--- src/rtl/audio_pkg.sv ---
// -----------------------------------------------------------------------------
// audio_pkg
// Shared types and constants for the audio receive path.
//   rx_state_t   : receiver state (SYNC = hunting for a word boundary,
//                  RUN = capturing words)
//   BIT_CNT_W    : width of the per-word bit counter
//   BIT_CNT_MAX  : saturation value of the bit counter
//   sat_inc()    : saturating increment for the bit counter
// -----------------------------------------------------------------------------
package audio_pkg;

   localparam int BIT_CNT_W = 6;
   localparam logic [BIT_CNT_W-1:0] BIT_CNT_MAX = '1;

   typedef enum logic {
      SYNC = 1'b0,
      RUN  = 1'b1
   } rx_state_t;

   // Counting stops at all-ones so an over-long word cannot wrap back into
   // looking like a short one.
   function automatic logic [BIT_CNT_W-1:0] sat_inc(input logic [BIT_CNT_W-1:0] v);
      if (v == BIT_CNT_MAX) begin
         return v;
      end
      return v + 1'b1;
   endfunction

endpackage

--- src/rtl/sync2.sv ---
// -----------------------------------------------------------------------------
// sync2
// Two-flop synchronizer bringing one asynchronous input into clk_sys.
//   clk_sys : destination clock
//   reset_n : asynchronous active-low reset, both flops clear to 0
//   d       : asynchronous input
//   q       : synchronized output, two clk_sys cycles behind d
// -----------------------------------------------------------------------------
module sync2 (
   input  logic clk_sys,
   input  logic reset_n,
   input  logic d,
   output logic q
);

   logic meta;

   always_ff @(posedge clk_sys or negedge reset_n) begin
      if (!reset_n) begin
         meta <= 1'b0;
         q    <= 1'b0;
      end else begin
         meta <= d;
         q    <= meta;
      end
   end

endmodule

--- src/rtl/i2s_rx.sv ---
// -----------------------------------------------------------------------------
// i2s_rx
// Standard I2S (one-bit-delayed, MSB-first) receiver. The external bit clock,
// word select and data are oversampled by clk_sys (at least 4x bck), rising
// bck edges become single-cycle bit events, and complete left/right words are
// presented as a coherent pair.
//
// Ports
//   clk_sys      : system clock, all logic lives here
//   reset_n      : asynchronous active-low reset
//   enable       : receiver enable; low drops back to SYNC within one clock
//   i2s_bck      : external bit clock (asynchronous)
//   i2s_lrck     : external word select, 0 = left, 1 = right (asynchronous)
//   i2s_data     : external serial data (asynchronous)
//   left         : last complete left sample (AUDIO_DW bits, two's complement)
//   right        : last complete right sample
//   sample_valid : one-cycle pulse when left/right update together
//   sync_err     : sticky, set when a word shorter than AUDIO_DW was received;
//                  cleared only by reset
// -----------------------------------------------------------------------------
module i2s_rx
   import audio_pkg::*;
#(
   parameter int AUDIO_DW = 16
) (
   input  logic                clk_sys,
   input  logic                reset_n,
   input  logic                enable,
   input  logic                i2s_bck,
   input  logic                i2s_lrck,
   input  logic                i2s_data,
   output logic [AUDIO_DW-1:0] left,
   output logic [AUDIO_DW-1:0] right,
   output logic                sample_valid,
   output logic                sync_err
);

   localparam logic [BIT_CNT_W-1:0] DW_CNT  = BIT_CNT_W'(AUDIO_DW);
   localparam logic [AUDIO_DW-1:0]  MSB_ONE = {1'b1, {(AUDIO_DW-1){1'b0}}};

   // ---------------------------------------------------------------------
   // Input synchronization and bit-event detection
   // ---------------------------------------------------------------------
   logic bck_s;
   logic lrck_s;
   logic data_s;

   sync2 u_sync_bck (
      .clk_sys (clk_sys),
      .reset_n (reset_n),
      .d       (i2s_bck),
      .q       (bck_s)
   );

   sync2 u_sync_lrck (
      .clk_sys (clk_sys),
      .reset_n (reset_n),
      .d       (i2s_lrck),
      .q       (lrck_s)
   );

   sync2 u_sync_data (
      .clk_sys (clk_sys),
      .reset_n (reset_n),
      .d       (i2s_data),
      .q       (data_s)
   );

   logic bck_d;
   logic lrck_prev;
   logic primed;
   logic bit_event;
   logic boundary;

   // All three inputs travel identical pipelines, so lrck_s and data_s in the
   // bit-event cycle are the values present when bck was first seen high.
   assign bit_event = bck_s & ~bck_d;

   // lrck_prev is meaningless until one bit event has been seen; without the
   // primed qualifier a reset released mid-right-word would fake a boundary
   // against the reset value of lrck_prev.
   assign boundary  = bit_event & primed & (lrck_s != lrck_prev);

   // ---------------------------------------------------------------------
   // Capture state
   // ---------------------------------------------------------------------
   rx_state_t              state;
   rx_state_t              state_next;
   logic [AUDIO_DW-1:0]    shift_reg;
   logic [AUDIO_DW-1:0]    shift_next;
   logic [BIT_CNT_W-1:0]   bit_cnt;
   logic [BIT_CNT_W-1:0]   cnt_next;
   logic [BIT_CNT_W-1:0]   cnt_inc;
   logic [AUDIO_DW-1:0]    hold_left;
   logic [AUDIO_DW-1:0]    hold_next;
   logic                   hold_valid;
   logic                   hold_valid_next;
   logic [AUDIO_DW-1:0]    left_next;
   logic [AUDIO_DW-1:0]    right_next;
   logic                   valid_next;
   logic                   err_next;
   logic [AUDIO_DW-1:0]    word_cur;

   // Bits fill the register MSB first at position (AUDIO_DW-1-bit_cnt).
   // Once bit_cnt reaches AUDIO_DW the mask shifts out to zero, which drops
   // the surplus LSBs of long words. Because the register is cleared at
   // every boundary, short words come out left-aligned and zero-padded.
   assign word_cur = data_s ? (shift_reg | (MSB_ONE >> bit_cnt)) : shift_reg;
   assign cnt_inc  = sat_inc(bit_cnt);

   always_comb begin
      state_next      = state;
      shift_next      = shift_reg;
      cnt_next        = bit_cnt;
      hold_next       = hold_left;
      hold_valid_next = hold_valid;
      left_next       = left;
      right_next      = right;
      valid_next      = 1'b0;
      err_next        = sync_err;

      case (state)
         SYNC: begin
            // Partial word in flight is discarded; the first boundary only
            // establishes word alignment.
            shift_next      = '0;
            cnt_next        = '0;
            hold_valid_next = 1'b0;
            if (boundary) begin
               state_next = RUN;
            end
         end

         RUN: begin
            if (boundary) begin
               // The boundary bit is the last bit of the word for lrck_prev.
               shift_next = '0;
               cnt_next   = '0;
               if (cnt_inc < DW_CNT) begin
                  err_next = 1'b1;
               end
               if (!lrck_prev) begin
                  hold_next       = word_cur;
                  hold_valid_next = 1'b1;
               end else if (hold_valid) begin
                  left_next       = hold_left;
                  right_next      = word_cur;
                  valid_next      = 1'b1;
                  hold_valid_next = 1'b0;
               end
            end else if (bit_event) begin
               shift_next = word_cur;
               cnt_next   = cnt_inc;
            end
         end

         default: begin
            state_next = SYNC;
         end
      endcase

      // Disable wins over everything in the same cycle, so no word that was
      // partly received while disabled can ever reach the outputs.
      if (!enable) begin
         state_next      = SYNC;
         shift_next      = '0;
         cnt_next        = '0;
         hold_next       = hold_left;
         hold_valid_next = 1'b0;
         left_next       = left;
         right_next      = right;
         valid_next      = 1'b0;
         err_next        = sync_err;
      end
   end

   always_ff @(posedge clk_sys or negedge reset_n) begin
      if (!reset_n) begin
         state        <= SYNC;
         bck_d        <= 1'b0;
         lrck_prev    <= 1'b0;
         primed       <= 1'b0;
         shift_reg    <= '0;
         bit_cnt      <= '0;
         hold_left    <= '0;
         hold_valid   <= 1'b0;
         left         <= '0;
         right        <= '0;
         sample_valid <= 1'b0;
         sync_err     <= 1'b0;
      end else begin
         bck_d <= bck_s;
         if (bit_event) begin
            lrck_prev <= lrck_s;
            primed    <= 1'b1;
         end
         state        <= state_next;
         shift_reg    <= shift_next;
         bit_cnt      <= cnt_next;
         hold_left    <= hold_next;
         hold_valid   <= hold_valid_next;
         left         <= left_next;
         right        <= right_next;
         sample_valid <= valid_next;
         sync_err     <= err_next;
      end
   end

endmodule
--- config.mk ---
export PLATFORM = sky130hd
export DESIGN_NAME = i2s_rx
export DESIGN_NICKNAME = d
export VERILOG_FILES = /design/src/rtl/audio_pkg.sv /design/src/rtl/sync2.sv /design/src/rtl/i2s_rx.sv
export SDC_FILE = /design/constraint.sdc
export NUM_CORES = 1
export LEC_CHECK = 0
export CAP_MARGIN = 40
export CORE_UTILIZATION = 59
export CTS_BUF_LIST = sky130_fd_sc_hd__clkbuf_16
export DETAILED_ROUTE_END_ITERATION = 7
export PLACE_DENSITY = 0.84
export SETUP_SLACK_MARGIN = 0.1
export SLEW_MARGIN = 5
export SYNTH_ARGS = -nofsm -noshare
export SYNTH_HDL_FRONTEND = slang
export SYNTH_SLANG_ARGS = --single-unit
--- constraint.sdc ---
create_clock -name clk_sys -period 2.4 [get_ports clk_sys]
set_input_delay 0.48 -clock clk_sys [delete_from_list [all_inputs] [get_ports clk_sys]]
set_output_delay 0.48 -clock clk_sys [all_outputs]
set_load 0.05 [all_outputs]
# After elaboration in Yosys (flattened, before gate mapping)
# Cells that the tools add are included.
# word_totals
word_cells	59
output_inout_bits	34
in_bits	6
reg_bits	83
# classes
magnitude_cmp	1
n_reduce_logical	3
shift	1
add_sub_neg	1
n_eq_ne	4
bitwise	7
mux	24
# op_table
cell	count
2-to-1 mux 16 bit	4
one-hot mux 16 bit (2 select lines)	1
2-to-1 mux 6 bit	5
OR 16 bit	1
>> shifter 16 x 6 -> 16 bit (first input constant)	1
2-to-1 mux 1 bit	12
one-hot mux 6 bit (2 select lines)	1
AND reduction 4 bit	2
adder 6 x 1 -> 6 bit (second input constant)	1
== test 6 bit (second input constant)	1
< comparator 6 x 5 -> 1 bit (second input constant)	1
AND reduction 5 bit	1
!= test 4 bit (second input constant)	1
AND 1 bit	3
!= test 3 bit (second input constant)	1
NOT 1 bit	3
one-hot mux 1 bit (2 select lines)	1
!= test 1 bit	1

# Depth between registers and ports, before layout
# Gate-level depths: netlist of the first run.
# logic_depth
word_depth	7
mapped_depth	5
mapped_depth_nobuf	5

# Cells and area by module
# Synthesis of the first run repeated with hierarchy kept, for this count alone.
# unflattened
cells_unflattened	280
area_unflattened_um2	3304.4
# modules_own_cells
module	seq_area_each_um2	area_per_inst_um2	instances	cells_per_inst
i2s_rx	1926.8	3154.3	1	274
sync2	50.0	50.0	3	2

# Least setup slack after synthesis of the first run
# No wires, ideal clock.
# synth_path
path_type	input-to-reg
from	input port enable
to	register left[10]
setup_ps	125
path_slack_ps	777
n_path_buf	1
path_stages	4
required_ps	2275
arrival_ps	1498
cell_sequence	nand2_1 > nor4_4 > buf_6 > mux2_2
# synth_via
elab_chain_len	1
# synth_rtl
item	line	text
from (decl)	i2s_rx.sv:28	input logic enable,
AND reduction 5 bit (no line)	-	
to (signal assigned)	i2s_rx.sv:202	left <= left_next;
to (decl)	i2s_rx.sv:32	output logic [AUDIO_DW-1:0] left,
# No other way between the ends.
# A chain may end at the register's enable or synchronous reset.

# Worst setup path in the final report of the first run
# layout_path
from	register left[5]
to	output port left[5]
# No word-level cell between the ends.

==> impl_results.md, run 1 <==
* Status: complete, no violations
* H-tree levels at 3
* Fin util at between 70% and 80%
* Wire per inst at 15.9 um
* Main synth FF type: dfrtp_1
* Area growth, synth to finish at 23.8%
* Final instance area at just over 0.004 mm2
* CTS Hold Bufs at 0
* Core box area at 0.00524 mm2
* Relative slew slack at around 65%
* Library cells used by synthesis at 35
* I/O Buffers at 39
* Hold Vio Cnt, Final at 0
* Synth cell count leaders: 83 x dfrtp_1, 60 x a21oi_1, 54 x nor2_1
* Diode count at 0
* Largest net degree at the start of global routing at 50
* VDD IR max at 0.531 mV
* Mapped Cells at 285
* Later-pin clock latency in the skew report at ~0.33 ns
* Tightest hold margin at 0.125 ns
* Worst slack at placement at between 0.2 and 0.25 ns
* Rows at 26
* Asr flop ratio synth at between 90% and 100%
* Die Ht at roughly 77 um
* Initial Util at ~63%
* CP startpoint: left[5]$_DFFE_PN0P_
* CP Launch Type: flop
* Routed vias at 2253
* Syn_nets at between 200 and 300
* FF+latch count, synth at 83
* Die Width at approximately 77 um
* Area after DPL at ~0.0037 mm2
* Shortest period the worst path allows at 2.00 ns
* FMAX at approximately 500 MHz
* P_leak at between 1.5 and 2 nW
* Post-route DRC at 0
* Synth top area share at 63.3%
* CP required at ~1.9 ns
* Hpwl dp at 4050 um
* Initial antenna violation count at 0
* Hold crit path type: primary input to asynchronous set/reset pin
* Ys Warns at 0
* # setup viols final at 0
* Share of layout cells above drive strength 1 at around 12%
* Crit-path max FO at 2
* Final WL at roughly 6300 um
* Root Driver: clkbuf_16
* Gr ovfl total at 0
* First-pass GRT wire length at 10900 um
* CP max stage cell: clkdlybuf4s50_1
* Post-synth top area cell: dfrtp_1
* Total Die Area at between 0.005 and 0.006 mm2
* Antenna viol nets, final at 0
* Critical Path AT at roughly 1.5 ns
* FF-to-FF Start: bit_cnt[0]$_DFFE_PN0P_
* Clock Skew at 0.00422 ns
* Gr usage total at about a quarter
* WS Path Type: flop to output port
* TritonCTS Buffers at 9
* Mean post-synth cell area at 11.5 um2
* Sink Count at 83
* Post-CTS Resized at 0
* Sequential area share after synthesis at between 60% and 70%
* Slew @ Worst Pin at between 0.5 and 0.6 ns
* Starting DRT DRC Count at ~150
* Cell Area, Synth at ~0.0033 mm2
* MaxCap Viol Count at 0
* CP bufs+invs at 1
* Placer's final routability congestion estimate at 0.840
* TritonRoute pass-1 iters at 4
* CTS tree: yes
* Setup_tns at 0 ns
* Crit path largest cell delay at between 0.8 and 0.9 ns
* Pwr per Cell Area at between 700 and 800 mW/mm2
* Max Slew Vio Count at 0
* Clk slew on worst S/H paths at 0.06 ns
* Most common cell in the netlist: dfrtp_1
* Number of nets in the layout at 330
* Vias in the first global route at roughly 2.2k
* Final worst setup slack at roughly 0.40 ns
* Crit-path cells: clkdlybuf4s50_1
* RSZ-0062 raised after global routing: false
* Max Root-Sink Buffers at 2
* Fin crit share at a little over four fifths
* Setup crit end kind: output port
* Vias per cell at about 5.7
* Setup bufs post-CTS at 0
* Largest cells by area after synthesis: dfrtp_1 63%, a21oi_1 9.2%, nor2_1 6.2%
* Io pins at 40
* Crit-path leading delay family: buffers and inverters
* Post-synth EDFFs at 0
## layout make-up
| class | instances | area [um2] |
|---|---|---|
| well taps | 70 | 87.6 |
| clock inverters | 7 | 108 |
| flip-flops and latches | 83 | 2080 |
| repair buffers | 44 | 475 |
| clock buffers | 9 | 225 |
| inverters | 1 | 3.75 |
| fillers | 327 | 1170 |
| multi-input cells | 184 | 1090 |
## path summary, 6_finish.rpt
path,end,slack [ns],depth (start not counted)
worst max-delay path,left[5],0.40,1
worst min-delay path,u_sync_bck.meta$_DFF_PN0_,0.13,1
worst max register to register,bit_cnt[1]$_DFFE_PN0P_,0.62,4
worst min register to register,u_sync_bck.q$_DFF_PN0_,0.35,0
max in group asynchronous,right[1]$_DFFE_PN0P_,1.68,2
min in group clk_sys,u_sync_bck.q$_DFF_PN0_,0.35,0
## through the flow
stage / power [mW] / instances
detailed placement: 1.70 / 382
floorplan: 1.62 / 285
global route: 3.28 / 398
global placement: 1.69 / 382
CTS: 3.22 / 398
finish: 3.19 / 398
## cells by family (layout without fill, tap and decap cells)
group / Yosys count / after routing / synth area share, %
compound gates: 75 / 75 / 12.5
xor+xnor: 4 / 4 / 1.07
fa+ha+maj: 1 / 1 / 0.381
buf+inv: 18 / 61 / 3.58
flops: 83 / 83 / 63.3
mux: 17 / 17 / 5.80
simple gates: 87 / 87 / 13.3
## per-layer routing
layer	share of wire, %	routed length (um)	GRT usage [%]	up-vias
met3	3.3	212	3.59	10
met4	1.7	108	10.2	0
met5	0	0	0	-
li1	-	-	-	1065
met1	44	2810	33.4	1125
met2	51	3200	39.2	53
## layout by cell type (no fill, tap or decap), types with 2 or more instances in the layout
master / Yosys / final
nand2b_1: 2 / 2
mux2_2: 15 / 15
dfrtp_1: 83 / 83
a211oi_1: 2 / 2
clkinv_2: 0 / 2
nor2_1: 54 / 54
clkbuf_16: 0 / 9
a21oi_1: 60 / 60
nor2b_1: 5 / 5
nor3_1: 3 / 3
bufinv_16: 0 / 3
inv_1: 1 / 2
a31oi_1: 7 / 7
and2_1: 4 / 4
buf_12: 0 / 4
buf_4: 6 / 2
a311oi_1: 3 / 3
nand3_1: 2 / 2
xnor2_1: 2 / 2
xor2_1: 2 / 2
and3_1: 4 / 4
nand2_1: 6 / 6
clkdlybuf4s50_1: 0 / 38
## power breakdown
part           internal, mW  leakage (nW)  switching (mW)  total [mW]
logic                0.0652         0.553           0.103       0.168
registers              1.47          1.13          0.0418        1.51
clock network          1.00         0.168           0.508        1.51
total                  2.54          1.85           0.652        3.19
Note: power is estimated with default switching activity, not from simulation.
==> inputs of run 2 (changes only) <==
CORE_UTILIZATION = 55   (was 59)
PLACE_DENSITY = 0.79   (was 0.84)
clock period = 2.03 ns   (was 2.4 ns; I/O delays follow)
==> impl_results.md, run 2 (synthesized netlist as in run 1, its figures left out) <==
* Setup_tns at 0 ns (unchanged)
* Sequential share of power at 48.3% (+1.0 points)
* RSZ-0062 raised after global routing: false
* Largest net degree at the start of global routing at 50 (unchanged)
* Die Ht at 79.2 um (+3.5%)
* Commonest non-fill, non-tap cells in the layout: 83 x dfrtp_1, 60 x a21oi_1, 54 x nor2_1
* Crit path largest cell delay at 0.82 ns (about the same)
* P_int at 2.89 mW (+14%)
* CTS tree: yes
* FMAX at around 520 MHz
* CP required at 1.62 ns (-0.30 ns)
* Hold crit path type: primary input to asynchronous set/reset pin
* Critical Path AT at 1.50 ns (-0.02 ns)
* Crit-path max FO at 2 (unchanged)
* Status: complete, no violations
* # setup viols final at 0 (unchanged)
* Initial Util at 58.2% (-4.5 points)
* TritonRoute pass-1 iters at 4 (unchanged)
* Initial antenna violation count at 0 (unchanged)
* Gr ovfl total at 0 (unchanged)
* Routed vias at 2290 (+1.6%)
* Sink Count at 83 (unchanged)
* Setup bufs post-CTS at 0 (unchanged)
* Diode count at 0 (unchanged)
* P_leak at 2.07 nW (+12%)
* CP max stage cell: clkdlybuf4s50_1
* Crit-path cells: clkdlybuf4s50_1
* Clk slew on worst S/H paths at 0.06 ns (about the same)
* Die Width at 79.2 um (+3.5%)
* VDD IR max at 0.673 mV (+27%)
* Final WL at 6370 um (+0.57%)
* Placer's final routability congestion estimate at 0.816 (-2.9%)
* Wire per inst at 15.7 um (-1.2%)
* Vias in the first global route at 2274 (+5.0%)
* Max Root-Sink Buffers at 2 (unchanged)
* Max Slew Vio Count at 0 (unchanged)
* Clock Skew at 0.00816 ns (+0.00394 ns)
* TritonCTS Buffers at 9 (unchanged)
* Hpwl dp at 4050 um (about the same)
* Starting DRT DRC Count at 154 (+3.4%)
* Rows at 27 (+3.8%)
* WS Path Type: flop to output port
* Slew @ Worst Pin at 0.515 ns (-0.0124 ns)
* Antenna viol nets, final at 0 (unchanged)
* Relative slew slack at 65.6% (+0.88 points)
* Commonest non-fill, non-tap cell in the layout: dfrtp_1
* Fin crit share at a little over nine tenths
* Share of layout cells above drive strength 1 at 13.2% (+1.6 points)
* CP bufs+invs at 1 (unchanged)
* Switching Fraction at 22.0% (+1.6 points)
* I/O Buffers at 39 (unchanged)
* Area growth, synth to finish at 25.1%
* Number of nets in the layout at 335 (+1.5%)
* Power consumption at 3.70 mW (+16%)
* CP Launch Type: flop
* MaxCap Viol Count at 0 (unchanged)
* H-tree levels at 3 (unchanged)
* First-pass GRT wire length at 11100 um (+1.6%)
* Hold Vio Cnt, Final at 0 (unchanged)
* Setup crit end kind: output port
* Final worst setup slack at 0.120 ns (-0.277 ns)
* Total Die Area at 0.00628 mm2 (+7.1%)
* Gr usage total at 23.7% (-0.67 points)
* Worst slack at placement at -0.0507 ns (-0.296 ns)
* P_sw at 815 uW (+25%)
* Root Driver: clkbuf_16
* CTS Hold Bufs at 0 (unchanged)
* Post-route DRC at 0 (unchanged)
* Shortest period the worst path allows at ~1.9 ns
* Comb power frac at 5.4% (about the same)
* Clk pwr share at 46.4% (-1.0 points)
* Io pins at 40 (unchanged)
* Vias per cell at 5.65 (-0.11%)
* Later-pin clock latency in the skew report at 0.34 ns (about the same)
* Crit-path leading delay family: buffers and inverters
* Pwr per Cell Area at 902 mW/mm2 (+15%)
* Core box area at 0.00564 mm2 (+7.7%)
==> run 2: path summary, 6_finish.rpt <==
| kind | slack (ns) | cells past startpoint | end | startpoint |
|---|---|---|---|---|
| max | 0.12 | 1 | right[8] | right[8]$_DFFE_PN0P_ |
| min | 0.009 | 1 | u_sync_lrck.q$_DFF_PN0_ | reset_n |
| max reg2reg | 0.40 | 4 | left[15]$_DFFE_PN0P_ | bck_d$_DFF_PN0_ |
| min reg2reg | 0.35 | 0 | u_sync_lrck.q$_DFF_PN0_ | u_sync_lrck.meta$_DFF_PN0_ |
| max in group asynchronous | 1.42 | 2 | hold_left[10]$_DFFE_PN0P_ | reset_n |
| min in group clk_sys | 0.35 | 0 | u_sync_lrck.q$_DFF_PN0_ | u_sync_lrck.meta$_DFF_PN0_ |
==> run 2: per-stage QoR <==
step | util [%] | instances | cell area [um2] | hold WS [ns]
after CTS | 72.2 | 405 | 4080 | 0.0267
after detailed placement | 66.6 | 389 | 3760 | 0.343
after floorplan | - | 285 | 3280 | 0.110
after global routing | 72.7 | 405 | 4100 | 0.0542
after global placement | 66.6 | 389 | 3760 | 0.333
final | 72.7 | 405 | 4100 | 0.00869
==> run 2: final cells by class <==
class / instances / area (um2)
clock buffers: 9 / 225
flip-flops and latches: 83 / 2080
fillers: 370 / 1540
clock inverters: 7 / 93.8
multi-input cells: 184 / 1090
inverters: 1 / 3.75
well taps: 72 / 90.1
repair buffers: 49 / 527
==> run 2: routing by layer <==
layer | vias up | share of wire [%] | global-route usage (%)
met5 | - | 0 | 0
met4 | 0 | 2.1 | 13.1
met3 | 12 | 5.0 | 5.40
met2 | 73 | 49 | 36.6
met1 | 1125 | 44 | 30.9
li1 | 1080 | - | -
==> run 2: power by group through the flow <==
stage / Clock, mW / Sequential (mW) / Combinational, mW
finish: 1.72 / 1.79 / 0.199
global route: 1.80 / 1.80 / 0.225
CTS: 1.74 / 1.79 / 0.203
detailed placement: 0 / 1.81 / 0.198
global placement: 0 / 1.81 / 0.191
floorplan: 0 / 1.82 / 0.0967
==> run 2: timing repair <==
action | CTS | global route
endpoints found under the setup margin | 1 | 11
gates resized for setup | 1 | 11
hold endpoints to repair | 0 | 0
==> inputs of run 3 (changes only) <==
ABC_CLOCK_PERIOD_IN_PS = 2029   (was not set)
CAP_MARGIN = 20   (was 40)
==> results of run 3 <==
Same layout as run 2: the final DEF is identical, and so are final timing and power.
